===== config.mk =====
export PLATFORM = sky130hd
export DESIGN_NAME = regfile_wb_arbiter_flat
export DESIGN_NICKNAME = d
export VERILOG_FILES = /design/src/rtl/regfile_wb_arbiter_if.sv /design/src/rtl/regfile_wb_arbiter.sv /design/src/flat_wrapper.sv
export SDC_FILE = /design/constraint.sdc
export NUM_CORES = 1
export LEC_CHECK = 0
export ABC_AREA = 1
export CAP_MARGIN = 20
export CORE_ASPECT_RATIO = 1.25
export CORE_MARGIN = 2
export CORE_UTILIZATION = 42
export CTS_CLUSTER_SIZE = 28
export DETAILED_ROUTE_END_ITERATION = 8
export PLACE_DENSITY = 0.86
export SLEW_MARGIN = 20
export SYNTH_ARGS = -nofsm -noshare
export SYNTH_HDL_FRONTEND = slang
export SYNTH_SLANG_ARGS = --single-unit

===== constraint.sdc =====
create_clock -name clk -period 2.5 [get_ports clk]
set_input_delay 0.375 -clock clk [delete_from_list [all_inputs] [get_ports clk]]
set_output_delay 0.375 -clock clk [all_outputs]
set_load 0.01 [all_outputs]

===== src/rtl/regfile_wb_arbiter_if.sv =====
`default_nettype none
// ============================================================================
// Module  : regfile_wb_arbiter_if
// Brief   : Requester and register-file write-port bundle for the WB arbiter.
// Revision: 1.0 - initial release
// ============================================================================
interface regfile_wb_arbiter_if #(
    parameter int DATA_W = 32,
    parameter int ADDR_W = 4
);
    logic              pipe_wb_en;
    logic [ADDR_W-1:0] pipe_wb_dest;
    logic [DATA_W-1:0] pipe_wb_data;
    logic              mc_valid;
    logic [ADDR_W-1:0] mc_dest;
    logic [DATA_W-1:0] mc_data;
    logic              mc_ready;
    logic              pipe_stall;
    logic              rf_we;
    logic [ADDR_W-1:0] rf_dest;
    logic [DATA_W-1:0] rf_data;
    logic              init_busy;

    // Requester side: WB stage, multi-cycle unit and the register file sink.
    modport master (
        output pipe_wb_en, pipe_wb_dest, pipe_wb_data,
        output mc_valid, mc_dest, mc_data,
        input  mc_ready, pipe_stall,
        input  rf_we, rf_dest, rf_data, init_busy
    );

    modport slave (
        input  pipe_wb_en, pipe_wb_dest, pipe_wb_data,
        input  mc_valid, mc_dest, mc_data,
        output mc_ready, pipe_stall,
        output rf_we, rf_dest, rf_data, init_busy
    );
endinterface
`default_nettype wire


===== src/rtl/regfile_wb_arbiter.sv =====
`default_nettype none
// ============================================================================
// Module  : regfile_wb_arbiter
// Brief   : Shares the register-file write port between the pipeline WB stage
//           (priority) and a multi-cycle unit (valid/ready), with an
//           anti-starvation forced grant. Optional macro REGFILE_INIT_SEQ_EN
//           adds a post-reset sequencer writing R[i]=i.
// Revision: 1.0 - initial release
// ============================================================================
module regfile_wb_arbiter #(
    parameter int DATA_W     = 32,
    parameter int ADDR_W     = 4,
    parameter int NUM_REGS   = 15,
    parameter int STARVE_MAX = 4
) (
    input  wire logic           clk,
    input  wire logic           rst,
    regfile_wb_arbiter_if.slave bus
);
    localparam int              c_CNT_W = $clog2(STARVE_MAX + 1);
    localparam logic [ADDR_W:0] c_LIMIT = (ADDR_W + 1)'(NUM_REGS);

    logic [c_CNT_W-1:0] r_starve;
    logic               w_init;
    logic               w_force;
    logic               w_mc_ready;
    logic               w_pipe_stall;
    logic               w_mc_xfer;
    logic               w_pipe_xfer;
    logic               w_mc_ok;
    logic               w_pipe_ok;

`ifdef REGFILE_INIT_SEQ_EN
    typedef enum logic [0:0] {
        ST_INIT = 1'b0,
        ST_RUN  = 1'b1
    } state_t;

    localparam logic [ADDR_W-1:0] c_LAST_IDX = ADDR_W'(NUM_REGS - 1);

    state_t            r_state;
    logic [ADDR_W-1:0] r_idx;

    assign w_init = (r_state == ST_INIT);
`else
    assign w_init = 1'b0;
`endif

    assign w_force = bus.mc_valid && (r_starve == c_CNT_W'(STARVE_MAX));

    always_comb begin
        w_mc_ready   = 1'b1;
        w_pipe_stall = 1'b0;
        if (w_init) begin
            w_mc_ready   = 1'b0;
            w_pipe_stall = 1'b1;
        end else if (w_force) begin
            w_pipe_stall = bus.pipe_wb_en;
        end else if (bus.pipe_wb_en) begin
            w_mc_ready   = 1'b0;
        end
    end

    assign w_mc_xfer   = bus.mc_valid && w_mc_ready;
    assign w_pipe_xfer = bus.pipe_wb_en && !w_pipe_stall;
    // Out-of-range destinations still complete the handshake but never write.
    assign w_mc_ok     = ({1'b0, bus.mc_dest} < c_LIMIT);
    assign w_pipe_ok   = ({1'b0, bus.pipe_wb_dest} < c_LIMIT);

    assign bus.mc_ready   = w_mc_ready;
    assign bus.pipe_stall = w_pipe_stall;
    assign bus.init_busy  = w_init;

    always_ff @(posedge clk or posedge rst) begin
        if (rst) begin
            r_starve    <= '0;
            bus.rf_we   <= 1'b0;
            bus.rf_dest <= '0;
            bus.rf_data <= '0;
`ifdef REGFILE_INIT_SEQ_EN
            r_state     <= ST_INIT;
            r_idx       <= '0;
`endif
        end else begin
            if (bus.mc_valid && !w_mc_ready) begin
                if (r_starve != c_CNT_W'(STARVE_MAX))
                    r_starve <= r_starve + c_CNT_W'(1);
            end else begin
                r_starve <= '0;
            end

`ifdef REGFILE_INIT_SEQ_EN
            if (r_state == ST_INIT) begin
                bus.rf_we   <= 1'b1;
                bus.rf_dest <= r_idx;
                bus.rf_data <= DATA_W'(r_idx);
                if (r_idx == c_LAST_IDX)
                    r_state <= ST_RUN;
                else
                    r_idx <= r_idx + ADDR_W'(1);
            end else
`endif
            if (w_mc_xfer) begin
                bus.rf_we <= w_mc_ok;
                if (w_mc_ok) begin
                    bus.rf_dest <= bus.mc_dest;
                    bus.rf_data <= bus.mc_data;
                end
            end else if (w_pipe_xfer) begin
                bus.rf_we <= w_pipe_ok;
                if (w_pipe_ok) begin
                    bus.rf_dest <= bus.pipe_wb_dest;
                    bus.rf_data <= bus.pipe_wb_data;
                end
            end else begin
                bus.rf_we <= 1'b0;
            end
        end
    end
endmodule
`default_nettype wire


===== src/flat_wrapper.sv =====
// flat-port wrapper written by rule: the top's interface ports become plain ports
module regfile_wb_arbiter_flat 
#(
    parameter int DATA_W     = 32,
    parameter int ADDR_W     = 4,
    parameter int NUM_REGS   = 15,
    parameter int STARVE_MAX = 4
)
  (clk, rst, bus_pipe_wb_en, bus_pipe_wb_dest, bus_pipe_wb_data, bus_mc_valid, bus_mc_dest, bus_mc_data, bus_mc_ready, bus_pipe_stall, bus_rf_we, bus_rf_dest, bus_rf_data, bus_init_busy);
  regfile_wb_arbiter_if #(.DATA_W(DATA_W), .ADDR_W(ADDR_W)) bus_i ();
  input  wire logic clk;
  input  wire logic rst;
  input wire logic [$bits(bus_i.pipe_wb_en)-1:0] bus_pipe_wb_en;
  input wire logic [$bits(bus_i.pipe_wb_dest)-1:0] bus_pipe_wb_dest;
  input wire logic [$bits(bus_i.pipe_wb_data)-1:0] bus_pipe_wb_data;
  input wire logic [$bits(bus_i.mc_valid)-1:0] bus_mc_valid;
  input wire logic [$bits(bus_i.mc_dest)-1:0] bus_mc_dest;
  input wire logic [$bits(bus_i.mc_data)-1:0] bus_mc_data;
  output wire logic [$bits(bus_i.mc_ready)-1:0] bus_mc_ready;
  output wire logic [$bits(bus_i.pipe_stall)-1:0] bus_pipe_stall;
  output wire logic [$bits(bus_i.rf_we)-1:0] bus_rf_we;
  output wire logic [$bits(bus_i.rf_dest)-1:0] bus_rf_dest;
  output wire logic [$bits(bus_i.rf_data)-1:0] bus_rf_data;
  output wire logic [$bits(bus_i.init_busy)-1:0] bus_init_busy;
  assign bus_i.pipe_wb_en = bus_pipe_wb_en;
  assign bus_i.pipe_wb_dest = bus_pipe_wb_dest;
  assign bus_i.pipe_wb_data = bus_pipe_wb_data;
  assign bus_i.mc_valid = bus_mc_valid;
  assign bus_i.mc_dest = bus_mc_dest;
  assign bus_i.mc_data = bus_mc_data;
  assign bus_mc_ready = bus_i.mc_ready;
  assign bus_pipe_stall = bus_i.pipe_stall;
  assign bus_rf_we = bus_i.rf_we;
  assign bus_rf_dest = bus_i.rf_dest;
  assign bus_rf_data = bus_i.rf_data;
  assign bus_init_busy = bus_i.init_busy;
  regfile_wb_arbiter #(.DATA_W(DATA_W), .ADDR_W(ADDR_W), .NUM_REGS(NUM_REGS), .STARVE_MAX(STARVE_MAX)) u_core (.clk(clk), .rst(rst), .bus(bus_i));
endmodule

==> impl_metrics.csv <==
group,metric,value,unit
placement,dp_hpwl,4280,um
critical_path,path_buf_inv,2,
power,switching_share,27.4,%
power,pwr-share-comb,29.5,%
global_routing,grt_max_degree,41,
critical_path,cp-start-kind,"input port",
floorplan,fp.dieW,67.2,um
critical_path,cpPeakStageDelay,0.55,ns
layout,final_common_cell,"nand2_1",
critical_path,critPathRequiredTime,2.12,ns
floorplan,io_pins,116,
timing,fin_crit,2.07,ns
logic_synthesis,seq_area_frac_synth,47.7,%
power,power.density,539,nW/um^2
logic_synthesis,synth_area,2100,sq um
layout,nFillCells,414,
timing,tns,0,ns
hold_path,hold_path.class,"flop to flop",
placement,place.gp.congestion,0.721,
layout,layout.area.seq,1000,sq um
clocking,post_cts.repair.setup_buffers,0,
power,ir_drop,0.372,mV
global_routing,antenna_found_initial,0,
logic_synthesis,ys_warn_count,0,
critical_path,endpoint_kind,"output pin",
logic_synthesis,yosys.area.top_type,"dfrtp_1",
critical_path,cp_top_family,"buffers and inverters",
timing,hold_violations,0,
layout,nNetsFinal,486,
clocking,clkTransAtPathRegs,0.08,ns
timing,fmax,483,MHz
route,via_count,2238,
critical_path,path_cells,"clkdlybuf4s50_1 > nand3_1 > nand2_1 > clkdlybuf4s50_1",
logic_synthesis,synthTopCellsByArea,"dfrtp_1 (48%), nand2_1 (33%), nand3_1 (8.8%), buf_2 (2.1%), buf_4 (1.4%)",
layout,fin_area,3380,sq um
power,p_switching,0.499,mW
layout,syn_to_final_growth,61.3,%
logic_synthesis,syn-num-nets,375,
layout,final_cells,469,
floorplan,core-area,4760,sq um
clocking,hold_buffers,0,
power,p_int,1.32,mW
route,wl,5790,um
logic_synthesis,yosysUniqueCellTypes,15,
critical_path,worstSetupPathType,"input port to output pin",
global_routing,groute.usage.overall,22.1,%
clocking,clock_path_buffers,2,
timing,rsz0062_at_grt,"no",
logic_synthesis,synth_top_area_share,47.7,%
placement,io_buffers,114,
layout,multi_input_area,988,sq um
power,clockPowerShare,28.2,%
clocking,htreeDepth,2,
clocking,post_cts_resized,0,
placement,placed_area,3270,sq um
job,maxCapViolCount,0,
layout,antenna_cells,0,
floorplan,dieArea,5580,sq um
clocking,cts_tree,"built",
clocking,cts.sinks,40,
route,drt_iter0_drc,124,
layout,final_cell_mix,"nand2_1 (184), clkdlybuf4s50_1 (114), dfrtp_1 (40), nand3_1 (37), buf_4 (6)",
route,dr.pass1.iters,4,
floorplan,start_util,44.0,%
logic_synthesis,synthCells,297,
route,drc_errors,0,
floorplan,rows,28,
status,status,"finished, final reports clean",
timing,finalMaxSlewViolations,0,
clocking,clk_latency,0.29,ns
global_routing,grt_pass1_vias,2246,
critical_path,crit_fanout,4,
power,seq_power_share,42.3,%
layout,drive_gt1_share,4.40,%
critical_path,crit_top_cell,"clkdlybuf4s50_1",
clocking,clockRootBuffer,"clkbuf_8",
timing,final-setup-viol-count,0,
placement,dpl.cell_count,461,
route,antenna_left,0,
power,leakagePower,1.71,nW
timing,skew,0.00303,ns
global_routing,grt_pass1_wl,9720,um
critical_path,arrival,1.70,ns
floorplan,die_y,83.0,um
route,wl_per_cell,12.3,um
logic_synthesis,syn_avg_cell_area,7.06,sq um
critical_path,cp_slowest_cell,"clkdlybuf4s50_1",
logic_synthesis,synth.ff_latch_count,40,
clocking,numCtsBuffers,5,
global_routing,grt-ovfl-total,0,
route,vias_per_cell,4.77,
timing,fin_crit_sh,82.9,%
==> final timing paths <==
| kind | slack (ns) | end | cells past startpoint | from |
|---|---|---|---|---|
| hold / removal | 0.47 | u_core.r_starve[0] | 1 | u_core.r_starve[0] |
| min in group asynchronous | 0.50 | u_core.bus.rf_data[5] | 3 | rst |
| setup reg to reg | 0.69 | u_core.bus.rf_data[12] | 8 | u_core.r_starve[0] |
| setup / recovery | 0.43 | bus_mc_ready | 4 | bus_mc_valid |
| hold reg to reg | 0.47 | u_core.r_starve[0] | 1 | u_core.r_starve[0] |
| max in group asynchronous | 1.66 | u_core.bus.rf_data[26] | 3 | rst |
==> worst reg2reg max path, cell delays in order (launching register included) <==
cell and delay [ns]:
dfrtp_1 0.41, inv_1 0.06, ha_1 0.15, nand2_1 0.08
a21boi_4 0.17, nand2_4 0.26, nand2_4 0.42, nand2_1 0.13
nand2_1 0.07
==> kinds of logic after synthesis <==
logic type                 share of synthesized area (%)
DFF                                                 47.7
other                                              0.179
and+or+nand+nor                                     44.4
AOI/OAI and AO/OA                                  0.895
adders and majority gates                           1.19
xor gates and xnor gates                           0.417
buffers and inverters                               5.19
==> layout make-up <==
class / count / share of cell area (%)
well taps: 60 / 2.22
repair buffers: 120 / 35.0
clock buffers: 5 / 2.03
clock inverters: 3 / 1.26
flip-flops and latches: 40 / 29.6
inverters: 6 / 0.665
multi-input cells: 235 / 29.2
==> per-stage QoR <==
stage | util [%] | hold WS [ns] | setup WS, ns | total power, mW
after floorplan | - | 0.430 | 1.01 | 0.998
after global placement | 68.7 | 0.444 | 0.443 | 1.31
after detailed placement | 68.7 | 0.467 | 0.381 | 1.33
after CTS | 71.0 | 0.478 | 0.412 | 1.85
after global routing | 71.0 | 0.504 | 0.347 | 1.94
final | 71.0 | 0.473 | 0.428 | 1.82
==> synthesized netlist by cell type <==
library cell / n
nand2_1: 184
dfrtp_1: 40
nand3_1: 37
buf_2: 9
inv_1: 6
buf_4: 4
nor2_1: 4
clkbuf_1: 3
ha_1: 2
nand2_4: 2
nand4_1: 2
a21boi_4: 1
conb_1: 1
nand2_2: 1
xnor2_1: 1
==> registers in the layout, indices dropped and copies added, names as in the netlist <==
register	flops
u_core.bus.rf_data	32
u_core.bus.rf_dest	4
u_core.bus.rf_we	1
u_core.r_starve	3
==> layer usage <==
layer / global-route usage [%] / share of wire (%)
met2: 37.8 / 51
met5: 0 / 0
met3: 6.50 / 8.0
met4: 5.75 / 1.4
met1: 26.5 / 40
==> power by group through the flow <==
stage	combinational (mW)	sequential, mW	clock, mW
after floorplan	0.181	0.817	0
after global placement	0.532	0.780	0
after detailed placement	0.545	0.781	0
after CTS	0.547	0.770	0.529
after global routing	0.595	0.780	0.563
final	0.539	0.771	0.515
(Power assumes the default switching activity.)
==> edit 1: new RTL, same settings <==
`STARVE_MAX` is set to 4 in 2 places; all go to 8.
--- a/src/rtl/regfile_wb_arbiter.sv
+++ b/src/rtl/regfile_wb_arbiter.sv
@@ -13,3 +13,3 @@
     parameter int NUM_REGS   = 15,
-    parameter int STARVE_MAX = 4
+    parameter int STARVE_MAX = 8
 ) (
--- a/src/flat_wrapper.sv
+++ b/src/flat_wrapper.sv
@@ -6,3 +6,3 @@
     parameter int NUM_REGS   = 15,
-    parameter int STARVE_MAX = 4
+    parameter int STARVE_MAX = 8
 )
Check against the original RTL: not equivalent (a bounded check fails within 10 cycles, from zero or initial values and one cycle with rst high).
==> edit 1 against the unedited design <==
First-iteration DRC count shrank 1.6%. Sequential cell count grew 1. Design area up 3.5%. Worst setup slack got worse by 0.075 ns. Synthesized cell count up 2.7%. Combinational power is 2% higher. Power increased by 4.0%. Hold slack got worse by 0.040 ns. Wire length increased by 15%. Synthesized area up 5.8%. Critical endpoint is now bus_pipe_stall.
==> edit 1: results (changes against the unedited design) <==
Status
  – Outcome: finished clean

Worst setup path
  – Worst-path fanout max: 5 (+1)
  – Critical path data arrival time: 1.77 ns (+0.07 ns)
  – Max incr delay on CP: 0.55 ns (about the same)
  – R2R Path End: u_core.bus.rf_data[3]$_DFFE_PP0P_
  – Flop-to-flop setup slack: 0.42 ns (-0.27 ns)
  – Register-to-Register Path Depth: 12 (+4)

Finish
  – # fillers: 446 (+7.7%)
  – Nets: 490 (+0.82%)
  – Biggest regs: u_core.bus.rf_data (32), u_core.bus.rf_dest (4), u_core.r_starve (4)
  – Layout cells sized above 1: 5.811% (+1.4 points)
  – Area growth, synth to finish: 57.84%

Routing
  – Vias: 2411 (+7.7%)
  – First-pass DRT Iterations: 4 (unchanged)
  – Routed wire length: 6633 um (+15%)
  – DRT iter0 DRCs: 122 (-1.6%)
  – Avg Vias per Cell: 5.076 (+6.4%)

Synth
  – Seq/Total Area, Yosys: 46.22% (-1.5 points)
  – Post-synth cell types: 22 (+7)
  – Syn Nets: 383 (+2.1%)
  – Commonest cells in the netlist: nand2_1 (145), nand3_1 (73), dfrtp_1 (41), buf_2 (11)
  – Ranking of synthesized cells by area: dfrtp_1 (46%), nand2_1 (25%), nand3_1 (16%)
  – Syn Inst Count: 305 (+2.7%)

Clock tree
  – CTS max path bufs: 2 (unchanged)
  – Setup Buffers After CTS: 0 (unchanged)

Placed design
  – Area after DPL: 0.003383 mm2 (+3.4%)
  – GPL Wtd Cong: 0.7761 (+7.7%)
  – Post-Place Worst Slack: 0.09618 ns (-0.2844 ns)
  – Cell Count Post-Placement: 467 (+1.3%)
  – Port buffer count: 114 (unchanged)
  – Hpwl dp: 4697 um (+9.7%)

Power and ir drop
  – Switching part of the total power: 27.75% (+0.37 points)
  – Worst-case vdd ir drop: 323.1 uV (-13%)
  – Lkg Pwr: 1.743 nW (+1.7%)

Global routing
  – GR Util All Layers: 23.10% (+0.99 points)
  – First-pass GRT wire length: 10850 um (+12%)
  – Largest net degree at the start of global routing: 39 (-4.9%)

STA
  – Clock Skew: 0.008155 ns (+0.005128 ns)
  – Hold slack final: 0.4336 ns (-0.03960 ns)

Hold path
  – Worst hold path type: in2async
==> edit 1: cell types whose count changed after synthesis, moves of 2 or more <==
cell | before | now
nor3_1 | 0 | 3
buf_2 | 9 | 11
nor2_1 | 4 | 1
nand3_1 | 37 | 73
clkbuf_1 | 3 | 5
nand2_1 | 184 | 145
==> edit 1: worst max-delay path by stage <==
stage | cells after the start | slack [ns] | endpoint | start
global route | 12 | 0.20 | u_core.bus.rf_dest[1]$_DFFE_PP0P_ | u_core.r_starve[0]$_DFFE_PP0P_
detailed placement | 11 | 0.1 | u_core.bus.rf_data[3]$_DFFE_PP0P_ | bus_mc_valid
global placement | 11 | 0.22 | u_core.bus.rf_data[16]$_DFFE_PP0P_ | bus_mc_valid
finish | 6 | 0.35 | bus_pipe_stall | bus_mc_valid
floorplan | 10 | 1.03 | u_core.bus.rf_data[10]$_DFFE_PP0P_ | u_core.r_starve[0]$_DFFE_PP0P_
CTS | 6 | 0.34 | bus_pipe_stall | bus_mc_valid
==> edit 1: power groups by stage <==
stage,combinational (mW),clock (mW),sequential [mW]
5_1_grt,0.598,0.601,0.797
3_3_place_gp,0.542,0,0.795
4_1_cts,0.554,0.572,0.787
6_report,0.548,0.562,0.787
3_5_place_dp,0.552,0,0.798
2_1_floorplan,0.190,0,0.832
==> edit 1: logic make-up after synthesis <==
| group | share of synthesized area, % |
|---|---|
| simple gates | 45.83 |
| flops | 46.22 |
| buf+inv | 5.862 |
| xor+xnor | 0.7893 |
| fa+ha+maj | 1.127 |
| other cells | 0.1689 |
==> edit 1: layer usage <==
| layer | share of wire, % | up-vias | GRT usage [%] |
|---|---|---|---|
| met2 | 51 | 96 | 40.47 |
| li1 | - | 1190 | - |
| met5 | 0 | - | 0 |
| met1 | 39 | 1113 | 26.49 |
| met3 | 7.3 | 12 | 6.651 |
| met4 | 2.2 | 0 | 9.269 |
==> edit 1: cell type report <==
cell class / instances / area [um2] / area share [%]
multi-input combinational: 237 / 1064 / 30.36
timing repair buffer: 121 / 1194 / 34.07
sequential: 41 / 1026 / 29.29
inverter: 6 / 22.52 / 0.6429
clock buffer: 6 / 82.58 / 2.357
clock inverter: 2 / 37.54 / 1.071
tap: 62 / 77.57 / 2.214
==> edit 1: worst max-delay path: cells and delay by family <==
kind	cells	cell delay [ns]
buffers and inverters	3	1.12
and+or+nand+nor	3	0.28
==> edit 2: new RTL, same flow settings <==
Made on the original files. Reset style: synchronous (`rst`), changed in one clocked block.
--- a/src/rtl/regfile_wb_arbiter.sv
+++ b/src/rtl/regfile_wb_arbiter.sv
@@ -73,3 +73,3 @@
 
-    always_ff @(posedge clk or posedge rst) begin
+    always_ff @(posedge clk) begin
         if (rst) begin
Check against the original RTL: differs if rst is asserted again (counterexample within 4 cycles, from zero or initial values and one cycle with rst high); with rst held inactive, the same outputs for 10 cycles.
==> edit 2 against the unedited design <==
Power fell by 10%. Utilization fell by 3.3 points. Wire length rose by 8.5%. Worst setup slack got worse by 0.069 ns. Hold slack improved by 0.048 ns. Maximum frequency fell by 3.2%. Synthesized area rose by 8.0%. Global-route usage fell by 1.2 points. Non-clock buffer count did not move. Clock skew fell by 0.00066 ns. Sequential cell count did not move. Design area rose by 3.1%. Die area rose by 7.5%. Largest cell class unchanged.
==> edit 2: results (changes against the unedited design) <==
Synth
  – Ranking of synthesized cells by area: dfxtp_1 (35%), nand2_1 (25%), nor2_1 (13%)
  – Syn Nets: 463 (+23%)
  – FFs w/ async S/R, synth: 0% (-100 points)
  – Commonest cells in the netlist: nand2_1 (152), nor2_1 (76), inv_1 (44), dfxtp_1 (40), nand3_1 (39)
  – Syn Inst Count: 385 (+30%)
  – Post-synth cell types: 20 (+5)
  – Seq/Total Area, Yosys: 35.34% (-12 points)

STA
  – Hold slack final: 0.5217 ns (+0.04845 ns)
  – Clock Skew: 0.002371 ns (-0.0006560 ns)

Placed design
  – GPL Wtd Cong: 0.7912 (+9.8%)
  – Hpwl dp: 4542 um (+6.0%)
  – Post-Place Worst Slack: 0.2530 ns (-0.1275 ns)

Worst setup path
  – Critical path's slowest cell: clkdlybuf4s50_1
  – Flop-to-flop setup slack: 0.54 ns (-0.15 ns)
  – R2R Path End: u_core.bus.rf_data[20]$_SDFFE_PP0P_
  – Register-to-Register Path Depth: 10 (+2)
  – R2R Path Start: u_core.r_starve[0]$_SDFFE_PP0P_

Finish
  – Layout cells sized above 1: 3.644% (-0.76 points)
  – Post-Layout Cell Count: 556 (+19%)
  – # fillers: 478 (+15%)
  – Nets: 571 (+17%)
  – Max reg flops: 32 (unchanged)

Clock tree
  – CTS Buf Count: 5 (unchanged)

Global routing
  – First-pass GRT wire length: 10220 um (+5.1%)
  – Vias in the first global route: 2336 (+4.0%)
  – Largest net degree at the start of global routing: 38 (-7.3%)
  – GR Util All Layers: 20.87% (-1.2 points)

Hold path
  – Hold path endpoint: u_core.r_starve[1]$_SDFFE_PP0P_
  – Worst hold stages: 2 (+1)
  – Min-delay src: u_core.r_starve[1]$_SDFFE_PP0P_

Power and ir drop
  – Worst-case vdd ir drop: 277.4 uV (-25%)
  – P_sw: 0.4542 mW (-9.0%)
  – Lkg Pwr: 1.675 nW (-2.3%)

Routing
  – DR WL/cell: 11.29 um (-8.5%)
  – Avg Vias per Cell: 4.599 (-3.6%)

Status
  – Outcome: finished clean
## edit 2: changes by cell type in the layout (fill, tap and decap cells not counted), sizes merged, moves of 2 or more
cell / change
clkbuf: +3
nand2: -31
nand3: +2
clkinv: -2
inv: +40
dfrtp: -40
a21oi: +3
nor2: +72
dfxtp: +40
## edit 2: logic make-up (layout without fill, tap and decap cells)
family / Yosys count / in the layout / synth area share (%)
fa+ha+maj: 2 / 2 / 1.104
simple gates: 272 / 272 / 47.98
buf+inv: 64 / 173 / 13.25
other cells: 1 / 1 / 0.1655
compound gates: 4 / 4 / 1.380
flops: 40 / 40 / 35.34
xor+xnor: 2 / 2 / 0.7732
## edit 2: power by group through the flow
stage               sequential (mW)  clock, mW  combinational (mW)
global placement              0.728          0               0.487
global route                  0.722      0.478               0.546
CTS                           0.715      0.449               0.499
detailed placement            0.730          0               0.497
finish                        0.715      0.431               0.495
floorplan                     0.753          0               0.216
## edit 2: routing by layer
metal / wire length, um / vias up / part of all wire [%] / GRT usage, %
li1: - / 1360 / - / -
met1: 2460 / 1117 / 39 / 22.32
met2: 3340 / 72 / 53 / 39.42
met3: 354 / 8 / 5.6 / 5.288
met4: 121 / 0 / 1.9 / 7.692
met5: 0 / - / 0 / 0
## edit 2: layout make-up
class | count | area, um2 | share of cell area (%)
inverter | 45 | 168.9 | 4.842
timing repair buffer | 120 | 1186 | 34.00
sequential | 40 | 800.8 | 22.96
tap | 62 | 77.57 | 2.224
multi-input combinational | 281 | 1165 | 33.39
clock buffer | 8 | 90.09 | 2.582
## edit 2: worst max-delay path by stage
| stage | from | to | slack [ns] | depth (start not counted) |
|---|---|---|---|---|
| after floorplan | u_core.r_starve[0]$_SDFFE_PP0P_ | u_core.bus.rf_data[0]$_SDFFE_PP0P_ | 0.95 | 10 |
| after global placement | bus_pipe_wb_en | u_core.bus.rf_dest[2]$_SDFFE_PP0P_ | 0.39 | 8 |
| after detailed placement | bus_mc_valid | u_core.bus.rf_dest[2]$_SDFFE_PP0P_ | 0.25 | 9 |
| after CTS | bus_mc_valid | bus_mc_ready | 0.35 | 4 |
| after global routing | u_core.r_starve[0]$_SDFFE_PP0P_ | bus_mc_ready | 0.30 | 5 |
| final | bus_mc_valid | bus_mc_ready | 0.36 | 4 |
## edit 2: worst min-delay path, stage by stage (launching register included)
cell and delay (ns):
dfxtp_1 0.33, nand3_1 0.08, a21oi_1 0.06
## edit 2: metrics by stage
stage                     utilization, %  area (um2)
after CTS                          67.70        3488
after global placement             65.95        3398
final                              67.70        3488
after floorplan                        -        2266
after global routing               67.70        3488
after detailed placement           65.95        3398
